### src/rtl/power_mon_pkg.sv
// Shared types and defaults for the power activity monitor.
// ACT_ONES_COUNT_EN adds the ones field to the result record.
package power_mon_pkg;

  localparam int DEF_N_IN    = 4;
  localparam int DEF_CNT_W   = 16;
  localparam int DEF_WIN_LEN = 256;

  typedef enum logic [1:0] {
    IDLE   = 2'd0,
    ACCUM  = 2'd1,
    REPORT = 2'd2
  } mon_state_e;

  typedef struct packed {
    logic [DEF_CNT_W-1:0] in_tog;
    logic [DEF_CNT_W-1:0] out_tog;
    logic [DEF_CNT_W-1:0] samples;
`ifdef ACT_ONES_COUNT_EN
    logic [DEF_CNT_W-1:0] ones;
`endif
  } mon_result_t;

endpackage

### src/rtl/sat_popcount_acc.sv
// Combinational saturating accumulate: acc_next = min(acc + popcount(a ^ b), 2^CNT_W-1).
module sat_popcount_acc #(
  parameter int N     = 4,
  parameter int CNT_W = 16
) (
  input  logic [CNT_W-1:0] acc,
  input  logic [N-1:0]     a,
  input  logic [N-1:0]     b,
  output logic [CNT_W-1:0] acc_next
);

  localparam int SUM_W = CNT_W + $clog2(N + 1);
  localparam logic [CNT_W-1:0] MAX = '1;

  logic [SUM_W-1:0] pc;
  logic [SUM_W-1:0] sum;

  always_comb begin
    pc = '0;
    for (int i = 0; i < N; i++) begin
      pc = pc + SUM_W'(a[i] ^ b[i]);
    end
    sum      = SUM_W'(acc) + pc;
    acc_next = (sum > SUM_W'(MAX)) ? MAX : sum[CNT_W-1:0];
  end

endmodule

### src/rtl/power_activity_monitor.sv
// Windowed toggle-activity monitor with a valid/ready result record.
// Optional macro ACT_ONES_COUNT_EN adds the res_ones output.
// state  | meaning
// IDLE   | waiting for start; counters held clear
// ACCUM  | counting toggles over WIN_LEN valid samples
// REPORT | result record offered until res_ready
module power_activity_monitor
  import power_mon_pkg::*;
#(
  parameter int N_IN    = DEF_N_IN,
  parameter int CNT_W   = DEF_CNT_W,
  parameter int WIN_LEN = DEF_WIN_LEN
) (
  input  logic             clk,
  input  logic             rst,
  input  logic             start,
  input  logic             in_valid,
  input  logic [N_IN-1:0]  in_vec,
  input  logic             out_bit,
  output logic             busy,
  output logic             res_valid,
  input  logic             res_ready,
  output logic [CNT_W-1:0] res_in_tog,
  output logic [CNT_W-1:0] res_out_tog,
  output logic [CNT_W-1:0] res_samples,
`ifdef ACT_ONES_COUNT_EN
  output logic [CNT_W-1:0] res_ones,
`endif
  output logic             overrun
);

  mon_state_e state_q, state_d;

  logic [CNT_W-1:0] samples_q, samples_d, in_tog_q, in_tog_d, out_tog_q, out_tog_d;
  logic [N_IN-1:0]  last_vec_q, last_vec_d;
  logic             last_bit_q, last_bit_d;
  logic             seen_q, seen_d;
  logic [CNT_W-1:0] res_in_tog_q, res_in_tog_d, res_out_tog_q, res_out_tog_d;
  logic [CNT_W-1:0] res_samples_q, res_samples_d;
  logic             res_valid_q, res_valid_d;
  logic             overrun_q, overrun_d;

  // start in ACCUM restarts the window, so the same-cycle sample sees cleared counters
  logic [CNT_W-1:0] samples_base, in_tog_base, out_tog_base, in_tog_inc, out_tog_inc;
  logic             first;

  assign samples_base = start ? '0 : samples_q;
  assign in_tog_base  = start ? '0 : in_tog_q;
  assign out_tog_base = start ? '0 : out_tog_q;
  assign first        = start | ~seen_q;

  sat_popcount_acc #(.N(N_IN), .CNT_W(CNT_W)) u_in_acc (
    .acc      (in_tog_base),
    .a        (in_vec),
    .b        (last_vec_q),
    .acc_next (in_tog_inc)
  );

  sat_popcount_acc #(.N(1), .CNT_W(CNT_W)) u_out_acc (
    .acc      (out_tog_base),
    .a        (out_bit),
    .b        (last_bit_q),
    .acc_next (out_tog_inc)
  );

`ifdef ACT_ONES_COUNT_EN
  logic [CNT_W-1:0] ones_q, ones_d, ones_base, ones_inc, res_ones_q, res_ones_d;

  assign ones_base = start ? '0 : ones_q;

  sat_popcount_acc #(.N(1), .CNT_W(CNT_W)) u_ones_acc (
    .acc      (ones_base),
    .a        (out_bit),
    .b        (1'b0),
    .acc_next (ones_inc)
  );
`endif

  always_comb begin
    state_d       = state_q;
    samples_d     = samples_q;
    in_tog_d      = in_tog_q;
    out_tog_d     = out_tog_q;
    last_vec_d    = last_vec_q;
    last_bit_d    = last_bit_q;
    seen_d        = seen_q;
    res_in_tog_d  = res_in_tog_q;
    res_out_tog_d = res_out_tog_q;
    res_samples_d = res_samples_q;
    res_valid_d   = res_valid_q;
    overrun_d     = overrun_q;
`ifdef ACT_ONES_COUNT_EN
    ones_d        = ones_q;
    res_ones_d    = res_ones_q;
`endif
    unique case (state_q)
      IDLE: begin
        samples_d = '0;
        in_tog_d  = '0;
        out_tog_d = '0;
        seen_d    = 1'b0;
`ifdef ACT_ONES_COUNT_EN
        ones_d    = '0;
`endif
        // a sample arriving with start is dropped, so it still flags overrun
        if (start) begin
          state_d   = ACCUM;
          overrun_d = in_valid;
        end else if (in_valid) begin
          overrun_d = 1'b1;
        end
      end
      ACCUM: begin
        samples_d = samples_base;
        in_tog_d  = in_tog_base;
        out_tog_d = out_tog_base;
        seen_d    = seen_q & ~start;
`ifdef ACT_ONES_COUNT_EN
        ones_d    = ones_base;
`endif
        if (in_valid) begin
          samples_d  = samples_base + CNT_W'(1);
          last_vec_d = in_vec;
          last_bit_d = out_bit;
          seen_d     = 1'b1;
`ifdef ACT_ONES_COUNT_EN
          ones_d     = ones_inc;
`endif
          if (!first) begin
            in_tog_d  = in_tog_inc;
            out_tog_d = out_tog_inc;
          end
          if (samples_d == CNT_W'(WIN_LEN)) begin
            res_in_tog_d  = in_tog_d;
            res_out_tog_d = out_tog_d;
            res_samples_d = samples_d;
`ifdef ACT_ONES_COUNT_EN
            res_ones_d    = ones_d;
`endif
            res_valid_d   = 1'b1;
            state_d       = REPORT;
          end
        end
      end
      REPORT: begin
        if (in_valid) overrun_d = 1'b1;
        if (res_ready) begin
          res_valid_d = 1'b0;
          state_d     = IDLE;
        end
      end
      default: state_d = IDLE;
    endcase
  end

  always_ff @(posedge clk or posedge rst) begin
    if (rst) begin
      state_q       <= IDLE;
      samples_q     <= '0;
      in_tog_q      <= '0;
      out_tog_q     <= '0;
      last_vec_q    <= '0;
      last_bit_q    <= 1'b0;
      seen_q        <= 1'b0;
      res_in_tog_q  <= '0;
      res_out_tog_q <= '0;
      res_samples_q <= '0;
      res_valid_q   <= 1'b0;
      overrun_q     <= 1'b0;
`ifdef ACT_ONES_COUNT_EN
      ones_q        <= '0;
      res_ones_q    <= '0;
`endif
    end else begin
      state_q       <= state_d;
      samples_q     <= samples_d;
      in_tog_q      <= in_tog_d;
      out_tog_q     <= out_tog_d;
      last_vec_q    <= last_vec_d;
      last_bit_q    <= last_bit_d;
      seen_q        <= seen_d;
      res_in_tog_q  <= res_in_tog_d;
      res_out_tog_q <= res_out_tog_d;
      res_samples_q <= res_samples_d;
      res_valid_q   <= res_valid_d;
      overrun_q     <= overrun_d;
`ifdef ACT_ONES_COUNT_EN
      ones_q        <= ones_d;
      res_ones_q    <= res_ones_d;
`endif
    end
  end

  assign busy        = (state_q != IDLE);
  assign res_valid   = res_valid_q;
  assign res_in_tog  = res_in_tog_q;
  assign res_out_tog = res_out_tog_q;
  assign res_samples = res_samples_q;
  assign overrun     = overrun_q;
`ifdef ACT_ONES_COUNT_EN
  assign res_ones    = res_ones_q;
`endif

endmodule

### config.mk
export PLATFORM = sky130hd
export DESIGN_NAME = power_activity_monitor
export DESIGN_NICKNAME = d
export VERILOG_FILES = /design/src/rtl/power_mon_pkg.sv /design/src/rtl/sat_popcount_acc.sv /design/src/rtl/power_activity_monitor.sv
export SDC_FILE = /design/constraint.sdc
export NUM_CORES = 1
export LEC_CHECK = 0
export ABC_AREA = 1
export CORE_ASPECT_RATIO = 0.6
export CORE_MARGIN = 1.5
export CORE_UTILIZATION = 50
export DETAILED_ROUTE_END_ITERATION = 10
export HOLD_SLACK_MARGIN = 0.12
export PLACE_DENSITY_LB_ADDON = 0.25
export RECOVER_POWER = 50
export REMOVE_ABC_BUFFERS = 1
export SETUP_SLACK_MARGIN = 0.5
export SLEW_MARGIN = 15
export SYNTH_ARGS = -nofsm -noshare
export SYNTH_HDL_FRONTEND = slang
export SYNTH_HIERARCHICAL = 1
export SYNTH_SLANG_ARGS = --single-unit
### constraint.sdc
create_clock -name clk -period 3.86 [get_ports clk]
set_input_delay 0.579 -clock clk [delete_from_list [all_inputs] [get_ports clk]]
set_output_delay 0.579 -clock clk [all_outputs]
set_load 0.05 [all_outputs]
# Word level (Yosys, flattened, before mapping)
# Index checks and enable logic that the tools add are counted.
# Widths: inputs -> output; s select.
# classes
addsub	6
n_bitwise	9
order_cmp	2
muxes	27
reduce_logical	9
eq_ne	7
# ops
op	n
$mux 16	10
$pmux 16 s2	3
$add 19x19->19	3
$add 16x19->19	1
$gt 19x16->1 const B	1
$add 16x17->17	1
$gt 17x16->1 const B	1
$add 16x1->16 const B	1
$eq 16x9->1 const B	1
$mux 2	4
$ne 2x2->1 const B	4
$reduce_and 4->1	2
$reduce_bool 2->1	4
$mux 1	6
$pmux 1 s2	3
$pmux 2 s3	1
$xor 1x1->1	5
$reduce_and 3->1	1
$eq 2x1->1 const B	1
$eq 2x2->1 const B	1
$logic_not 2->1	1
$not 1->1	2
$reduce_and 2->1	1
$and 1x1->1	1
$or 1x1->1	1
# totals
elab_cells	72
inputBits	10
out_inout_bits	51
ff_bits	106

# Longest topological paths before layout
# Gate-level depths: netlist of the first run.
# logic_depth
word_depth	10
ltp_mapped	19
depth_no_buf	18

# Cells and area by module
# The synthesis of the first run kept the hierarchy.
# by_module_without_submodules
module	n_inst	area_each_um2	cells_per_inst	seq_area_each_um2
power_activity_monitor	1	5693.0	733	2652.5
sat_popcount_acc (u_in_acc)	1	681.9	122	0.0
sat_popcount_acc (u_out_acc)	1	506.7	100	0.0

# Worst setup path after synthesis of the first run
# OpenSTA, ideal clock, no wires.
# synth_path
path_type	input to register
startpoint	input port in_vec[1]
endpoint	register in_tog_q[5]
setup_time_ns	0.078
n_path_buf	1
path_stages	18
setup_slack_ns	0.608
arrival_ns	3.175
required_ns	3.782
cell_sequence	xor2_1 -> fa_1 -> ha_1 -> ha_1 -> inv_1 -> fa_1 -> inv_1 -> nand2_1 -> nand2_1 -> nand2_1 -> nor2_4 -> nand3_2 -> buf_6 -> nand2_2 -> nand2_1 -> nand2_1 -> a221oi_1 -> a21oi_1
# synth_via
elab_chain_cells	10
# synth_rtl
element	line_no	source
from (decl)	power_activity_monitor.sv:18	input logic [N_IN-1:0] in_vec,
$xor 1x1->1 (*)	sat_popcount_acc.sv:21	pc = pc + SUM_W'(a[i] ^ b[i]);
$add 19x19->19 (*) (3 in series)	sat_popcount_acc.sv:21	
$add 16x19->19 (*)	sat_popcount_acc.sv:23	sum = SUM_W'(acc) + pc;
$gt 19x16->1	sat_popcount_acc.sv:24	acc_next = (sum > SUM_W'(MAX)) ? MAX : sum[CNT_W-1:0];
$mux 16 (*)	sat_popcount_acc.sv:24	
net in_tog_inc[5]	power_activity_monitor.sv:44	logic [CNT_W-1:0] samples_base, in_tog_base, out_tog_base, in_tog_inc, out_tog_inc;
$mux 16 (*)	power_activity_monitor.sv:129	if (!first) begin
$mux 16 (*)	power_activity_monitor.sv:121	if (in_valid) begin
$pmux 16 s2 (*)	power_activity_monitor.sv:96	unique case (state_q)
to (signal assigned)	power_activity_monitor.sv:177	in_tog_q <= in_tog_d;
to (decl)	power_activity_monitor.sv:34	logic [CNT_W-1:0] samples_q, samples_d, in_tog_q, in_tog_d, out_tog_q, out_tog_d;
# Mark *: on every way through the listed nets, which the timed path passes. The rest lies on a longest branch.
# A chain may end at the register's enable or synchronous reset.

# Worst setup path after layout of the first run
# layout_path
startpoint	input port in_valid
endpoint	register res_in_tog_q[15] (netlist: res_in_tog[15])
# layout_via
elab_chain_cells	1
# layout_rtl
element	line_no	source
from (decl)	power_activity_monitor.sv:17	input logic in_valid,
$reduce_and 3->1 (no line)	n/a	
to (signal assigned)	power_activity_monitor.sv:182	res_in_tog_q <= res_in_tog_d;
to (decl)	power_activity_monitor.sv:38	logic [CNT_W-1:0] res_in_tog_q, res_in_tog_d, res_out_tog_q, res_out_tog_d;
# No other way between the ends.

==> flow_summary.ini, run 1 <==
[pwr]
powerDensity_nw_per_um2 = 492
vdd_ir_drop_max_v = 0.000463
power.leakage_uw = 0.00390

[worst_setup_path]
start_kind = input port
slowest_delay_ns = 0.94
cp.arrival_ns = 3.50
critical_path_depth = 7
crit_chain = dlygate4sd3_1 -> inv_1 -> nor2_1 -> clkbuf_2 -> nand3_2 -> nand2_1 -> nand2_1
endpoint = res_in_tog[15]
cpMaxStageDelayCell = clkbuf_2
path_max_fanout = 48
reg2reg_slack_ns = 0.68
cp.required_ns = 4.10
cp-end-kind = register
crit_buf_inv = 3
r2r_cells = 16
r2r_end = in_tog_q[6]
critical-path-top-delay-family = buffers and inverters
worstReg2RegStart = last_vec_q[1]
crit_start = in_valid
cp_common_cell = nand2_1
path_class = input port to register

[clocking]
cts.sinks = 106
clockBufferDepth = 2
postCtsSetupRepairBufs = 0
postCtsHoldBufs = 0
cts_root_buf = clkbuf_16
clkTransAtPathRegs_ns = 0.08
h-tree-depth = 3
cts_buffers = 9
clk_latency_ns = 0.35
cts_tree = done

[place]
hpwl_mm = 11.4
dpl_worst_slack_ns = -0.121
port-buffer-count = 60
finalWeightedCongestion = 0.955
placed_area_um2 = 7660

[logic_synthesis]
syn_avg_cell_area_um2 = 7.21
synth_cell_types = 38
synthArstFlopShare_pct = 100
postSynthCellCount = 955
ys_ff_latch = 106
ys_seq_area_share_pct = 38.5
synth_area_um2 = 6880
yosysWarnings = 6
synth_flop_cell = dfrtp_1
synth-edff-count = 0

[final_layout]
drive_gt1_share_pct = 14.9
register_area_um2 = 2650
layout_common_cells = nand2_1, inv_1, dfrtp_1
multiInputGateArea_um2 = 3560
layout_commonest_cell = nand2_1
n_antenna_cell = 0
nFillCells = 1212
num-nets-final = 1029
synthToLayoutAreaGrowth_pct = 16.8
design_area_um2 = 8040

[outcome]
violations = capacitance limit, slew limit
status = finished with violations

[timing]
fmax_mhz = 307
setup_viol_count_final = 0
worst_pin_slew_ns = 2.25
period_minus_slack_ns = 3.26
final.setup.worst_slack_ns = 0.598
finalCritPeriodShare_pct = 84.5
clock_skew_ns = 0.0128
rsz0062_at_grt = no
maxSlewViolCount = 49
slew_headroom_pct = -50.5
hold_violations = 0

[floorplan]
rows = 32
io_pins = 61
die_h_um = 93.9
core_area_um2 = 13100
start_util_pct = 52.4
dieArea_um2 = 14500
die_x_um = 154

[global_route]
grt_pass1_wl_mm = 28.7
grt_max_degree = 59
grt_pass1_vias = 5742
track_usage_pct = 24.8
gr-total-overflow = 0
antenna_found_initial = 0

[drt]
drt_iter0_drc = 508
routed_wl_mm = 16.8
drc = 0
vias_per_cell = 5.28
first_pass_iters = 5
routedWlPerCell_um = 14.2
vias = 6245
route.antenna.remaining_nets = 0

[run]
cap_viol_max_count = 1

[min_path]
min_path_type = register to register
==> per-stage QoR <==
stage | TNS (ns) | total power, µW | hold WS [ns] | util, % | std cells
5_1_grt | 0 | 4240 | 0.475 | 61.2 | 1183
2_1_floorplan | 0 | 2460 | 0.461 | - | 917
4_1_cts | 0 | 3920 | 0.470 | 61.1 | 1183
6_report | 0 | 3960 | 0.458 | 61.2 | 1183
3_3_place_gp | -0.0694 | 2890 | 0.447 | 58.3 | 1167
3_5_place_dp | -2.19 | 2930 | 0.451 | 58.3 | 1167
==> power breakdown <==
group | leakage, µW | internal [µW] | switching, µW
registers | 0.00144 | 1290 | 114
logic | 0.00232 | 544 | 1090
clock network | 0.000141 | 483 | 441
==> what timing repair did <==
action / in CTS / in global routing
pin swaps: 13 / 8
resized for setup: 19 / 13
endpoints found under the setup margin: 32 / 24
==> worst min-delay path: stages, from the launching register on <==
cell and delay (ns):
dfrtp_1 0.34, nand2_1 0.05, inv_1 0.04
==> kinds of logic (layout without fill, tap and decap cells) <==
family	count (synthesis)	in the layout	share of synthesized area (%)
compound gates	117	117	11.7
xor+xnor	19	19	2.42
fa+ha+maj	11	11	2.22
buf+inv	181	239	11.1
flops	106	106	38.5
simple gates	521	521	34.0
==> per-layer routing <==
metal | vias up | wire, µm | share of wire, % | track usage, %
met4 | 0 | 184 | 1.1 | 5.85
met2 | 204 | 6950 | 41 | 37.5
met3 | 16 | 1180 | 7.0 | 4.61
met1 | 2913 | 8530 | 51 | 36.7
met5 | - | 0 | 0 | 0
li1 | 3112 | - | - | -
==> registers in the layout, summed over array words and instances (netlist names) <==
register	flops
in_tog_q	16
out_tog_q	16
res_in_tog	16
res_out_tog	16
res_samples	16
samples_q	16
last_vec_q	4
state_q	2
last_bit_q	1
overrun	1
res_valid	1
seen_q	1
==> cell usage after synthesis (5+ instances only) <==
cell type	count	share of area, %
o21ai_0	19	1.4
buf_6	8	1.3
o21ai_2	25	3.2
a21oi_1	28	2.0
clkbuf_1	20	1.1
buf_2	5	0.36
dfrtp_1	106	39
xnor2_1	5	0.64
nand4_1	20	1.8
nand2_1	312	17
nor2_4	7	1.1
nor2_1	88	4.8
a221oi_1	23	2.9
xor2_1	14	1.8
ha_1	9	1.6
inv_1	137	7.5
o22ai_1	10	0.91
nor2_2	14	1.3
nand3_1	34	2.5
nand2_2	27	2.5
nand3_2	8	1.2
==> area by class of cell <==
| class | instances | share of cell area (%) |
|---|---|---|
| well taps | 170 | 2.65 |
| repair buffers | 80 | 9.53 |
| inverters | 143 | 6.79 |
| clock inverters | 5 | 0.545 |
| clock buffers | 11 | 3.15 |
| multi-input cells | 668 | 44.3 |
| flip-flops and latches | 106 | 33.0 |
==> worst min path at each step <==
stage	slack [ns]	end	from	cells after the start
2_1_floorplan	0.46	last_bit_q	last_bit_q	2
3_3_place_gp	0.45	res_samples[8]	res_samples[8]	2
3_5_place_dp	0.45	res_samples[11]	res_samples[11]	2
4_1_cts	0.47	res_samples[11]	res_samples[11]	2
5_1_grt	0.47	last_vec_q[0]	in_vec[0]	3
6_report	0.46	res_samples[10]	res_samples[10]	2
(Power assumes the default switching activity.)
==> run 2, diff against run 1 <==
==> constraint.sdc (replaced) <==
create_clock -name clk -period 2.9 [get_ports clk]
set_input_delay 0.435 -clock clk [delete_from_list [all_inputs] [get_ports clk]]
set_output_delay 0.435 -clock clk [all_outputs]
set_load 0.05 [all_outputs]
==> run 2 against run 1 <==
The flow finishes with violations (setup timing). Global-route usage rose by 0.64 points. Highest routed layer unchanged. Largest power group unchanged. Clock skew fell by 0.0010 ns. Count of clock-buffer cells in the layout fell by 1. Via count rose by 3.6%. Critical path type is now register to register. Sequential power rose by 33%. Critical path depth rose by 11. Final cell count rose by 2.9%.
==> flow_summary.ini, run 2 (same netlist as run 1, synthesis figures left out) <==
[worst_setup_path]
cp-end-kind = register
r2r_end = in_tog_q[11]
start_kind = register
path_class = register to register
cp.required_ns = 3.19
worstReg2RegStart = last_vec_q[1]
r2r_cells = 18
crit_start = last_vec_q[1]
cp.arrival_ns = 3.41
path_max_fanout = 5
reg2reg_slack_ns = -0.22

[drt]
route.met3.wl_mm = 1.40
vias = 6471
drc = 0
routed.top_layer = met4
route.antenna.remaining_nets = 0
drt_iter0_drc = 555
routedWlPerCell_um = 15.1
first_pass_iters = 7
vias_per_cell = 5.32
routed_wl_mm = 18.4
m1WireLength_mm = 8.98
wl_met2_mm = 7.87

[timing]
clock_skew_ns = 0.0118
finalCritPeriodShare_pct = 108
final.setup.worst_slack_ns = -0.224
worst_pin_slew_ns = 1.45
rsz0062_at_grt = yes
period_minus_slack_ns = 3.12
fmax_mhz = 320
slew_headroom_pct = 3.56
maxSlewViolCount = 0
setup_viol_count_final = 32
hold_violations = 0

[global_route]
grt_pass1_wl_mm = 29.2
gr-total-overflow = 0
grt_max_degree = 107
antenna_found_initial = 0
track_usage_pct = 25.4
grt_pass1_vias = 5808

[floorplan]
core_area_um2 = 13100
rows = 32
die_x_um = 154
dieArea_um2 = 14500
start_util_pct = 52.4
io_pins = 61
die_h_um = 93.9

[final_layout]
multiInputGateArea_um2 = 3900
synthToLayoutAreaGrowth_pct = 26.8
final_util_pct = 66.4
num-nets-final = 1063
n_antenna_cell = 0
nFillCells = 1117
final_cell_count_no_fill = 1217
drive_gt1_share_pct = 24.5
layout_common_cells = nand2_1, inv_1, dfrtp_1
register_area_um2 = 2650
layout_commonest_cell = nand2_1

[pwr]
p_sw_uw = 2320
power_frac_clock_pct = 21.3
p_comb_share_pct = 45.0
p_seq_share_pct = 33.7
internal_power_uw = 3200
power.leakage_uw = 0.00413
vdd_ir_drop_max_v = 0.000490
powerDensity_nw_per_um2 = 633
swShare_pct = 42.0

[run]
cap_viol_max_count = 0

[place]
placed_cells = 1184
port-buffer-count = 60
finalWeightedCongestion = 0.917
hpwl_mm = 11.4

[clocking]
h-tree-depth = 3
cts_tree = done
clockBufferDepth = 2
clkTransAtPathRegs_ns = 0.08
cts_root_buf = clkbuf_16
clk_latency_ns = 0.36
cts.sinks = 106
cts_buffers = 9

[min_path]
hp-start = in_vec[3]
min_path_type = input port to register
hold_depth = 3
hold_end = last_vec_q[3]

[outcome]
status = finished with violations
violations = setup timing
run 2: cell types whose count changed in the layout (fill, tap and decap cells not counted), sizes merged:
cell,before,now
buf,20,51
nand3,44,46
clkdlybuf4s50,40,54
clkbuf,14,13
dlygate4sd3,16,1
dlygate4sd2,0,3
clkdlybuf4s15,1,0
inv,144,143
clkinvlp,3,2
clkinv,1,4
run 2: final cells by class:
| cell class | instances | share of cell area, % |
|---|---|---|
| Multi-Input combinational cell | 670 | 44.7 |
| Inverter | 143 | 6.25 |
| Tap cell | 170 | 2.44 |
| Sequential cell | 106 | 30.4 |
| Clock buffer | 10 | 2.62 |
| Clock inverter | 6 | 0.574 |
| Timing Repair Buffer | 112 | 13.0 |
run 2: critical path, stage by stage, from the launching register on:
cell and delay [ns]:
dfrtp_1 0.42, xor2_2 0.16, fa_1 0.52, ha_4 0.19
ha_4 0.26, inv_2 0.03, fa_2 0.34, inv_2 0.08
nand2_2 0.06, nand2_2 0.07, nand2_2 0.05, nor2_4 0.12
nand3_4 0.14, buf_12 0.18, nand3_4 0.06, nand2_2 0.06
nand2_2 0.11, a221oi_2 0.06, a21oi_1 0.14
run 2: worst max path at each step:
stage | to | slack (ns) | cells past startpoint
after floorplan | res_in_tog[13] | -0.79 | 6
after global placement | in_tog_q[8] | -0.85 | 16
after detailed placement | in_tog_q[8] | -0.89 | 16
after CTS | in_tog_q[11] | -0.18 | 18
after global routing | in_tog_q[1] | -0.36 | 18
final | in_tog_q[11] | -0.22 | 18
run 2: through the flow:
step | total power, µW | area (µm²) | TNS, ns | worst slack, ns | hold slack, ns
CTS | 5360 | 8340 | -4.08 | -0.185 | 0.438
global placement | 3920 | 7830 | -24.13 | -0.848 | 0.447
finish | 5530 | 8730 | -4.70 | -0.224 | 0.442
global route | 5910 | 8730 | -8.90 | -0.355 | 0.454
floorplan | 3280 | 6660 | -73.67 | -0.789 | 0.461
detailed placement | 3960 | 7830 | -26.33 | -0.892 | 0.449
run 2: routing by layer:
metal  vias up  track usage, %
met5         -               0
met4         0            5.45
met3        23            4.11
met2       219            38.7
met1      3043            38.0
li1       3186               -
run 2: power by group through the flow:
stage	clock [µW]	sequential, µW	combinational, µW
2_1_floorplan	0	1940	1330
3_3_place_gp	0	1880	2040
3_5_place_dp	0	1890	2070
4_1_cts	1210	1860	2300
5_1_grt	1260	1890	2760
6_report	1180	1860	2490
run 2: timing repair:
action	in CTS	in global routing
hold buffers	0	0
cloned	1	6
pin swaps	48	29
setup endpoints to repair	61	78
gates resized for setup	59	73
buffers inserted	2	8
